## src/rtl/pcie_frame_dma_sched_if.sv

```systemverilog
// FIFO read port and DMA burst port of the frame DMA scheduler.
// The master modport is the scheduler side; slave is the FIFO/DMA-engine side.
interface pcie_frame_dma_sched_if #(
    parameter int unsigned DATA_W = 128
);
    logic              fifo_rd_en;
    logic              fifo_rd_vld;
    logic [DATA_W-1:0] fifo_rd_data;
    logic              dma_req;
    logic [31:0]       dma_addr;
    logic [7:0]        dma_len;
    logic              dma_ack;
    logic [DATA_W-1:0] dma_data;
    logic              dma_valid;
    logic              dma_ready;
    logic              dma_last;

    modport master (
        output fifo_rd_en,
        input  fifo_rd_vld,
        input  fifo_rd_data,
        output dma_req,
        output dma_addr,
        output dma_len,
        input  dma_ack,
        output dma_data,
        output dma_valid,
        input  dma_ready,
        output dma_last
    );

    modport slave (
        input  fifo_rd_en,
        output fifo_rd_vld,
        output fifo_rd_data,
        input  dma_req,
        input  dma_addr,
        input  dma_len,
        output dma_ack,
        input  dma_data,
        input  dma_valid,
        output dma_ready,
        input  dma_last
    );
endinterface

```

## src/rtl/pcie_frame_dma_sched.sv

```systemverilog
// Frame DMA scheduler: splits a frame of FRAME_WORDS words into bursts of at most
// BURST_LEN words, requests each burst, then streams FIFO words as burst beats.
module pcie_frame_dma_sched #(
    parameter int unsigned DATA_W         = 128,
    parameter int unsigned BURST_LEN      = 16,
    parameter int unsigned FRAME_WORDS    = 259200,
    parameter int unsigned BYTES_PER_WORD = 16
) (
    input  logic                   rd_clk,
    input  logic                   rd_rst_n,
    input  logic                   enable,
    input  logic                   frame_start,
    input  logic [31:0]            base_addr,
    pcie_frame_dma_sched_if.master bus,
    output logic                   frame_done,
    output logic                   busy
);
    localparam int unsigned WL_W = $clog2(FRAME_WORDS + 1);

    typedef enum logic [1:0] {StIdle, StReq, StData, StDone} state_e;

    state_e          state_q, state_d;
    logic            armed_q, armed_d;
    logic            pending_q, pending_d;
    logic [31:0]     pend_addr_q, pend_addr_d;
    logic [31:0]     cur_addr_q, cur_addr_d;
    logic [31:0]     dma_addr_q, dma_addr_d;
    logic [7:0]      dma_len_q, dma_len_d;
    logic [7:0]      beat_q, beat_d;
    logic [WL_W-1:0] words_left_q, words_left_d;

    logic              beat_acc;
    logic              beat_last;
    logic [7:0]        next_len;
    logic              load_en;
    logic [31:0]       load_addr;
    logic [DATA_W-1:0] data_mux;

    // Beat acceptance and burst sizing.
    always_comb begin
        beat_acc  = (state_q == StData) && bus.fifo_rd_vld && bus.dma_ready;
        beat_last = (beat_q == dma_len_q - 8'd1);
        if (32'(words_left_q) > BURST_LEN) begin
            next_len = 8'(BURST_LEN);
        end else begin
            next_len = 8'(words_left_q);
        end
    end

    // Next-state logic for the burst FSM and frame bookkeeping.
    always_comb begin
        state_d      = state_q;
        armed_d      = armed_q;
        pending_d    = pending_q;
        pend_addr_d  = pend_addr_q;
        cur_addr_d   = cur_addr_q;
        dma_addr_d   = dma_addr_q;
        dma_len_d    = dma_len_q;
        beat_d       = beat_q;
        words_left_d = words_left_q;
        load_en      = 1'b0;
        load_addr    = base_addr;

        unique case (state_q)
            StIdle: begin
                // A new frame takes priority; launching now would use the old address.
                if (frame_start) begin
                    load_en = 1'b1;
                end else if (enable && armed_q && (words_left_q != '0) && bus.fifo_rd_vld) begin
                    state_d    = StReq;
                    dma_len_d  = next_len;
                    dma_addr_d = cur_addr_q;
                end
            end
            StReq: begin
                if (frame_start) begin
                    pending_d   = 1'b1;
                    pend_addr_d = base_addr;
                end
                if (bus.dma_ack) begin
                    state_d = StData;
                    beat_d  = '0;
                end
            end
            StData: begin
                if (frame_start) begin
                    pending_d   = 1'b1;
                    pend_addr_d = base_addr;
                end
                if (beat_acc) begin
                    beat_d = beat_q + 8'd1;
                    if (beat_last) begin
                        cur_addr_d   = cur_addr_q + 32'(dma_len_q) * BYTES_PER_WORD;
                        words_left_d = words_left_q - WL_W'(dma_len_q);
                        if (words_left_q == WL_W'(dma_len_q)) begin
                            // Pending start survives DONE so frame_done still pulses.
                            state_d = StDone;
                        end else begin
                            state_d = StIdle;
                            if (pending_d) begin
                                load_en   = 1'b1;
                                load_addr = pend_addr_d;
                            end
                        end
                    end
                end
            end
            StDone: begin
                state_d = StIdle;
                armed_d = 1'b0;
                if (frame_start) begin
                    load_en = 1'b1;
                end else if (pending_q) begin
                    load_en   = 1'b1;
                    load_addr = pend_addr_q;
                end
            end
            default: state_d = StIdle;
        endcase

        if (load_en) begin
            cur_addr_d   = load_addr;
            words_left_d = WL_W'(FRAME_WORDS);
            armed_d      = 1'b1;
            pending_d    = 1'b0;
        end
    end

    // State and datapath registers.
    always_ff @(posedge rd_clk or negedge rd_rst_n) begin
        if (!rd_rst_n) begin
            state_q      <= StIdle;
            armed_q      <= 1'b0;
            pending_q    <= 1'b0;
            pend_addr_q  <= '0;
            cur_addr_q   <= '0;
            dma_addr_q   <= '0;
            dma_len_q    <= '0;
            beat_q       <= '0;
            words_left_q <= '0;
        end else begin
            state_q      <= state_d;
            armed_q      <= armed_d;
            pending_q    <= pending_d;
            pend_addr_q  <= pend_addr_d;
            cur_addr_q   <= cur_addr_d;
            dma_addr_q   <= dma_addr_d;
            dma_len_q    <= dma_len_d;
            beat_q       <= beat_d;
            words_left_q <= words_left_d;
        end
    end

    // Outputs: the data path is a straight pass-through of the FIFO head in DATA.
    always_comb begin
        data_mux       = (state_q == StData) ? bus.fifo_rd_data : '0;
        bus.dma_data   = data_mux;
        bus.dma_req    = (state_q == StReq);
        bus.dma_valid  = (state_q == StData) && bus.fifo_rd_vld;
        bus.fifo_rd_en = beat_acc;
        bus.dma_last   = bus.dma_valid && beat_last;
        bus.dma_addr   = dma_addr_q;
        bus.dma_len    = dma_len_q;
        frame_done     = (state_q == StDone);
        busy           = (state_q != StIdle);
    end
endmodule
```

## src/flat_wrapper.sv

```systemverilog
// flat-port wrapper written by rule: the top's interface ports become plain ports
module pcie_frame_dma_sched_flat 
#(
    parameter int unsigned DATA_W         = 128,
    parameter int unsigned BURST_LEN      = 16,
    parameter int unsigned FRAME_WORDS    = 259200,
    parameter int unsigned BYTES_PER_WORD = 16
)
  (rd_clk, rd_rst_n, enable, frame_start, base_addr, frame_done, busy, bus_fifo_rd_en, bus_fifo_rd_vld, bus_fifo_rd_data, bus_dma_req, bus_dma_addr, bus_dma_len, bus_dma_ack, bus_dma_data, bus_dma_valid, bus_dma_ready, bus_dma_last);
  pcie_frame_dma_sched_if #(.DATA_W(DATA_W)) bus_i ();
  input  logic rd_clk;
  input  logic rd_rst_n;
  input  logic enable;
  input  logic frame_start;
  input  logic [31:0] base_addr;
  output logic frame_done;
  output logic busy;
  output wire logic [$bits(bus_i.fifo_rd_en)-1:0] bus_fifo_rd_en;
  input wire logic [$bits(bus_i.fifo_rd_vld)-1:0] bus_fifo_rd_vld;
  input wire logic [$bits(bus_i.fifo_rd_data)-1:0] bus_fifo_rd_data;
  output wire logic [$bits(bus_i.dma_req)-1:0] bus_dma_req;
  output wire logic [$bits(bus_i.dma_addr)-1:0] bus_dma_addr;
  output wire logic [$bits(bus_i.dma_len)-1:0] bus_dma_len;
  input wire logic [$bits(bus_i.dma_ack)-1:0] bus_dma_ack;
  output wire logic [$bits(bus_i.dma_data)-1:0] bus_dma_data;
  output wire logic [$bits(bus_i.dma_valid)-1:0] bus_dma_valid;
  input wire logic [$bits(bus_i.dma_ready)-1:0] bus_dma_ready;
  output wire logic [$bits(bus_i.dma_last)-1:0] bus_dma_last;
  assign bus_fifo_rd_en = bus_i.fifo_rd_en;
  assign bus_i.fifo_rd_vld = bus_fifo_rd_vld;
  assign bus_i.fifo_rd_data = bus_fifo_rd_data;
  assign bus_dma_req = bus_i.dma_req;
  assign bus_dma_addr = bus_i.dma_addr;
  assign bus_dma_len = bus_i.dma_len;
  assign bus_i.dma_ack = bus_dma_ack;
  assign bus_dma_data = bus_i.dma_data;
  assign bus_dma_valid = bus_i.dma_valid;
  assign bus_i.dma_ready = bus_dma_ready;
  assign bus_dma_last = bus_i.dma_last;
  pcie_frame_dma_sched #(.DATA_W(DATA_W), .BURST_LEN(BURST_LEN), .FRAME_WORDS(FRAME_WORDS), .BYTES_PER_WORD(BYTES_PER_WORD)) u_core (.rd_clk(rd_clk), .rd_rst_n(rd_rst_n), .enable(enable), .frame_start(frame_start), .base_addr(base_addr), .bus(bus_i), .frame_done(frame_done), .busy(busy));
endmodule
```

## config.mk

```make
export PLATFORM = sky130hd
export DESIGN_NAME = pcie_frame_dma_sched_flat
export DESIGN_NICKNAME = d
export VERILOG_FILES = /design/src/rtl/pcie_frame_dma_sched_if.sv /design/src/rtl/pcie_frame_dma_sched.sv /design/src/flat_wrapper.sv
export SDC_FILE = /design/constraint.sdc
export NUM_CORES = 1
export LEC_CHECK = 0
export ABC_AREA = 1
export BUFFER_PORTS_ARGS = -buffer_cell sky130_fd_sc_hd__buf_2
export CAP_MARGIN = 20
export CORE_ASPECT_RATIO = 0.75
export CORE_UTILIZATION = 45
export CTS_BUF_LIST = sky130_fd_sc_hd__clkbuf_8
export CTS_CLUSTER_SIZE = 10
export DETAILED_ROUTE_END_ITERATION = 10
export PLACE_DENSITY = 0.73
export SLEW_MARGIN = 20
export SYNTH_ARGS = -nofsm -noshare
export SYNTH_HDL_FRONTEND = slang
export SYNTH_SLANG_ARGS = --single-unit
```

## constraint.sdc

```tcl
create_clock -name rd_clk -period 3.85 [get_ports rd_clk]
set_input_delay 0.77 -clock rd_clk [delete_from_list [all_inputs] [get_ports rd_clk]]
set_output_delay 0.77 -clock rd_clk [all_outputs]
set_load 0.005 [all_outputs]
```

==> flow_summary_export.csv, run 1 <==
group,metric,value,unit
floorplan,placementRows,47,
synth,netlist_instances,1619,
sta,hold_ws,355,ps
clocking,cts_max_level,4,
clocking,post-cts-setup-buffers,0,
final_layout,mostFrequentLayoutCell,"nand2_1",
final_layout,syn2layout_area_growth,23.0,%
sta,rsz0062_at_grt,"false",
clocking,clock_latency,470,ps
status,status,"finished clean",
setup_path,r2r_cells,16,
routing,num_vias,11900,
routing,routedWlPerCell,18.5,um
sta,fin_setup_tns,0,ps
grt,overflow,0,
setup_path,crit_type,"reg -> reg",
synth,ys_ff_latch,134,
clocking,cts_resized,0,
setup_path,reg2reg_slack,390,ps
final_layout,most-common-layout-cells,"558 x nand2_1, 339 x buf_2, 266 x inv_1, 151 x o21ai_0, 134 x dfrtp_1",
sta,fin_crit_sh,89.8,%
setup_path,path_cells,"inv_1, ha_1, inv_1, nand2_1, nand2_1, nand2_1, nand2_1, nor2_1, nand3_1, nor2_4, nand4_4, nand2_2, nand3_4, buf_4, a21oi_1, nor2_1",
sta,finalSetupViolations,0,
setup_path,worstPathArrival,3790,ps
floorplan,dieArea,23200,sq um
floorplan,core,22100,sq um
power,powerDensity,580,nW/um^2
floorplan,die_width,176,um
synth,ys_types,50,
sta,skew,19.7,ps
setup_path,required,4180,ps
final_layout,final_cell_area,12500,sq um
clocking,cts-hold-fix-buffers,0,
sta,finalHoldViolCount,0,
routing,drt-pass1-iter-count,6,
routing,wirelength,41400,um
place,place_congestion,0.974,
run,max-cap-violations,0,
clocking,cts_tree,"done",
worst_hold_path,hold_class,"in -> async",
setup_path,timing.critical_path.mode_cell,"nand2_1",
setup_path,startpoint_type,"flop",
setup_path,r2r-end,"u_core.cur_addr_q[12]",
floorplan,io_pins,341,
place,dpl-instance-area,12200,sq um
grt,grt_start_max_net_pins,92,
sta,max_slew.worst_pin.slew,763,ps
setup_path,worstReg2RegStart,"u_core.bus.dma_len[1]",
synth,syn_nets,1810,
power,p_total,0.00727,W
setup_path,end_kind,"flop",
clocking,cts_buffer_depth,2,
final_layout,fin_util,56.7,%
floorplan,die_h,132,um
setup_path,worst_path_max_delay_cell,"a21oi_1",
clocking,clkTransAtPathRegs,90,ps
synth,synth_area,10200,sq um
clocking,cts_root_buffer,"clkbuf_8",
routing,drt_iter0_drc,1564,
setup_path,worstPathMaxFanout,27,
sta,finalCriticalPeriod,3460,ps
power,p_leak,7.70,nW
clocking,numCtsBuffers,17,
routing,ant_nets,0,
sta,relSlewSlack,49.1,%
sta,fmax,289,MHz
final_layout,fin_nets,2125,
place,io_buffer_count,340,
power,vdd_drop_max,0.000289,V
floorplan,start_util,46.1,%
grt,grt_pass1_wl,61700,um
grt,grt_usage,35.4,%
final_layout,drive_above_1_share,21.9,%
synth,yosys_warnings,0,
place,hpwlAfterDp,33000,um
sta,final-max-slew-violation-count,0,
grt,antenna_found_initial,1,
routing,viasPerCell,5.32,
synth,ys_seq_area_share,32.9,%
routing,route.detailed.drc,0,
setup_path,cpPeakStageDelay,470,ps
grt,grt_pass1_vias,10600,
clocking,clkSinkCount,134,
synth,synth_area_per_cell,6.29,sq um
-- how the worst max path moves through the flow --
stage,slack [ps],to,cells after the start,startpoint
final,390,u_core.cur_addr_q[12],16,u_core.bus.dma_len[1]
after global routing,260,u_core.cur_addr_q[12],16,u_core.bus.dma_len[1]
after CTS,480,u_core.cur_addr_q[12],16,u_core.bus.dma_len[1]
after detailed placement,510,u_core.cur_addr_q[12],16,u_core.bus.dma_len[1]
after global placement,570,u_core.cur_addr_q[12],16,u_core.bus.dma_len[1]
after floorplan,1330,u_core.cur_addr_q[20],14,u_core.bus.dma_len[0]
-- power breakdown --
| group | switching [W] | internal, W | leakage (nW) |
|---|---|---|---|
| logic | 0.00251 | 0.00126 | 5.84 |
| registers | 0.000447 | 0.00191 | 1.67 |
| clock network | 0.000631 | 0.000513 | 0.187 |
-- cells by family after synthesis --
family / synth area share (%)
buf+inv: 13.2
fa+ha+maj: 3.10
flops: 32.9
compound gates: 14.4
simple gates: 34.0
xor+xnor: 2.41
-- per-layer routing --
| layer | wire (um) | GRT usage (%) |
|---|---|---|
| met3 | 5890 | 14.2 |
| met5 | 92 | 2.92 |
| met1 | 18000 | 51.3 |
| met2 | 16000 | 45.8 |
| met4 | 1460 | 13.3 |
-- stage by stage --
| stage | setup WS, ps | cells |
|---|---|---|
| finish | 393 | 2241 |
| global route | 257 | 2240 |
| CTS | 484 | 2240 |
| detailed placement | 512 | 2209 |
| global placement | 569 | 2209 |
| floorplan | 1330 | 1619 |
-- flip-flops by register name (all words and copies together), names as in the netlist --
| name | count |
|---|---|
| u_core.pending_q | 1 |
| u_core.cur_addr_q | 32 |
| u_core.bus.dma_len | 8 |
| u_core.bus.dma_addr | 32 |
| u_core.state_q | 2 |
| u_core.armed_q | 1 |
| u_core.pend_addr_q | 32 |
| u_core.beat_q | 8 |
| u_core.words_left_q | 18 |
-- Yosys cell counts (all sizes together) --
| cell | n | area (sq um) |
|---|---|---|
| fa | 2 | 40.0 |
| or2 | 1 | 6.26 |
| o32ai | 1 | 8.76 |
| o21ai | 164 | 828 |
| o21bai | 1 | 7.51 |
| clkbuf | 47 | 176 |
| buf | 17 | 120 |
| ha | 22 | 275 |
| xnor2 | 5 | 43.8 |
| o221ai | 1 | 8.76 |
| and3b | 1 | 8.76 |
| xor2 | 23 | 201 |
| a21o | 1 | 7.51 |
| nand3 | 103 | 533 |
| a31oi | 4 | 25.0 |
| a22oi | 1 | 12.5 |
| o211ai | 20 | 150 |
| o31ai | 4 | 30.0 |
| nor2 | 93 | 384 |
| nor3 | 15 | 80.1 |
| nand3b | 10 | 75.1 |
| a21oi | 61 | 313 |
| o22ai | 7 | 43.8 |
| a211oi | 2 | 15.0 |
| nand2 | 563 | 2130 |
| inv | 275 | 1030 |
| nor4 | 6 | 37.5 |
| and2 | 1 | 6.26 |
| nand4 | 25 | 178 |
| clkinv | 5 | 18.8 |
| o21a | 2 | 15.0 |
| dfrtp | 134 | 3350 |
| nor3b | 2 | 20.0 |
-- worst max-delay path, delay by kind of cell, from the launching register on --
kind	cells	cell delay, ps
flops	1	440
buf+inv	3	590
fa+ha+maj	1	270
compound gates	1	470
simple gates	11	1530
-- cell type report --
class	instances	area (sq um)
fillers	2245	9580
multi-input cells	1141	5500
flip-flops and latches	134	3350
repair buffers	360	1900
inverters	280	1050
well taps	294	368
clock buffers	17	234
clock inverters	14	128
diodes	1	2.50
(Power assumes the default switching activity.)
==> run 2, diff against run 1 <==
--- a/config.mk
+++ b/config.mk
@@ -9,11 +9,11 @@
 export BUFFER_PORTS_ARGS = -buffer_cell sky130_fd_sc_hd__buf_2
 export CAP_MARGIN = 20
 export CORE_ASPECT_RATIO = 0.75
-export CORE_UTILIZATION = 45
+export CORE_UTILIZATION = 57
 export CTS_BUF_LIST = sky130_fd_sc_hd__clkbuf_8
 export CTS_CLUSTER_SIZE = 10
 export DETAILED_ROUTE_END_ITERATION = 10
-export PLACE_DENSITY = 0.73
+export PLACE_DENSITY = 0.89
 export SLEW_MARGIN = 20
 export SYNTH_ARGS = -nofsm -noshare
 export SYNTH_HDL_FRONTEND = slang
==> run 2 against run 1 <==
Compared with the run above: worst hold slack worse by 22 ps; register-to-register slack better by 120 ps; non-clock buffer count up 6; sequential cell count unchanged; first-iteration DRC count up 9.1%; clock power up 9%; sequential power about the same; cell count down 2.3%; worst setup slack better by 53 ps; clock-buffer cell count unchanged; sequential share of layout area about the same; critical path type is now reg -> out.
==> flow_summary_export.csv, run 2 (synthesis results as in run 1) <==
group,metric,value,unit
status,status,"finished clean",
sta,rsz0062_at_grt,"false",
clocking,clkSinkCount,134,
final_layout,drive_above_1_share,22.2,%
final_layout,mostFrequentLayoutCell,"nand2_1",
place,io_buffer_count,340,
setup_path,required,3080,ps
routing,routedWlPerCell,18.7,um
grt,grt_pass1_vias,11000,
run,max-cap-violations,0,
clocking,cts_max_level,4,
place,place_congestion,1.09,
sta,finalSetupViolations,0,
grt,antenna_found_initial,2,
place,hpwlAfterDp,32100,um
power,pwr-share-comb,51.4,%
grt,grt_start_max_net_pins,80,
setup_path,worstPathArrival,2630,ps
power,p_seq_share,31.8,%
power,swShare,49.1,%
routing,num_vias,12200,
floorplan,dieArea,18400,sq um
power,p_leak,7.74,nW
sta,fmax,294,MHz
power,p_int,0.00377,W
sta,finalCriticalPeriod,3400,ps
clocking,numCtsBuffers,17,
routing,viasPerCell,5.56,
final_layout,final_cell_area,12500,sq um
routing,drt-pass1-iter-count,6,
sta,finalWorstSetupSlack,446,ps
clocking,cts_buffer_depth,2,
routing,wirelength,41000,um
routing,drt_iter0_drc,1707,
floorplan,die_width,156,um
floorplan,placementRows,41,
power,vdd_drop_max,0.000585,V
sta,relSlewSlack,28.5,%
final_layout,syn2layout_area_growth,23.0,%
clocking,cts_resized,0,
grt,overflow,0,
setup_path,end_kind,"output port",
clocking,cts_tree,"done",
sta,fin_setup_tns,0,ps
sta,fin_crit_sh,88.4,%
sta,skew,12.2,ps
grt,grt_usage,44.9,%
clocking,clock_latency,460,ps
final_layout,fin_util,73.1,%
grt,grt_pass1_wl,61700,um
sta,final-max-slew-violation-count,0,
setup_path,startpoint_type,"flop",
power,switchingPower,0.00364,W
setup_path,worstPathMaxFanout,79,
floorplan,die_h,118,um
sta,max_slew.worst_pin.slew,1070,ps
clocking,post-cts-setup-buffers,0,
worst_hold_path,hold_class,"in -> async",
floorplan,start_util,59.4,%
place,dpl-instance-area,12100,sq um
power,powerDensity,591,nW/um^2
routing,route.detailed.drc,0,
power,p_clk_share,16.7,%
setup_path,crit_type,"reg -> out",
clocking,cts_root_buffer,"clkbuf_8",
clocking,clkTransAtPathRegs,90,ps
final_layout,fin_nets,2131,
clocking,cts-hold-fix-buffers,0,
sta,finalHoldViolCount,0,
routing,ant_nets,0,
floorplan,io_pins,341,
sta,hold_ws,333,ps
place,place_ws,758,ps
final_layout,most-common-layout-cells,"558 x nand2_1, 339 x buf_2, 266 x inv_1, 151 x o21ai_0, 134 x dfrtp_1",
floorplan,core,17100,sq um
-- run 2: cell types whose count changed in the layout (fill, tap and decap cells not counted) --
cell	delta
buf_12	-1
buf_4	+8
buf_6	-1
bufinv_16	+1
clkinv_2	-2
clkinv_4	-2
clkinvlp_4	+1
inv_6	+2
inv_8	+1
-- run 2: per-stage QoR --
stage	total power [W]	std cells
2_1_floorplan	0.00454	1619
3_3_place_gp	0.00597	2157
3_5_place_dp	0.00602	2157
4_1_cts	0.00727	2189
5_1_grt	0.00789	2189
6_report	0.00741	2190
-- run 2: final cells by class --
| class | count | area [sq um] |
|---|---|---|
| antenna | 1 | 2.50 |
| tap | 236 | 295 |
| fill | 1499 | 4610 |
| inverter | 280 | 1050 |
| clock buffer | 17 | 234 |
| timing repair buffer | 366 | 1920 |
| multi-input combinational | 1141 | 5500 |
| sequential | 134 | 3350 |
| clock inverter | 15 | 166 |
-- run 2: layer usage --
layer | wire length (um) | part of all wire, % | GRT usage [%] | vias up
li1 | - | - | - | 5738
met1 | 16100 | 39 | 60.0 | 5471
met2 | 16800 | 41 | 63.3 | 876
met3 | 6230 | 15 | 18.2 | 95
met4 | 1770 | 4.3 | 19.9 | 0
met5 | 0 | 0 | 0 | -
-- run 2: path summary, 6_finish.rpt --
path / from / end / slack, ps / cells after the start
max in group asynchronous: rd_rst_n / u_core.armed_q / 2680 / 2
min in group rd_clk: u_core.bus.dma_addr[2] / u_core.bus.dma_addr[2] / 480 / 2
max reg2reg: u_core.bus.dma_len[6] / u_core.cur_addr_q[25] / 510 / 12
min reg2reg: u_core.bus.dma_addr[2] / u_core.bus.dma_addr[2] / 480 / 2
max: u_core.state_q[0] / bus_dma_data[20] / 450 / 6
min: rd_rst_n / u_core.beat_q[0] / 330 / 1
-- run 2: power groups by stage --
| stage | sequential [W] | clock [W] | combinational (W) |
|---|---|---|---|
| after floorplan | 0.00223 | 0 | 0.00231 |
| after global placement | 0.00234 | 0 | 0.00363 |
| after detailed placement | 0.00235 | 0 | 0.00367 |
| after CTS | 0.00233 | 0.00124 | 0.00370 |
| after global routing | 0.00241 | 0.00131 | 0.00418 |
| final | 0.00236 | 0.00124 | 0.00381 |
-- run 2: critical path, stage by stage (launching register included) --
cell     delay, ps
dfrtp_1        420
inv_1          170
ha_4           480
buf_12         340
nand2_1        300
inv_1          220
buf_2          150
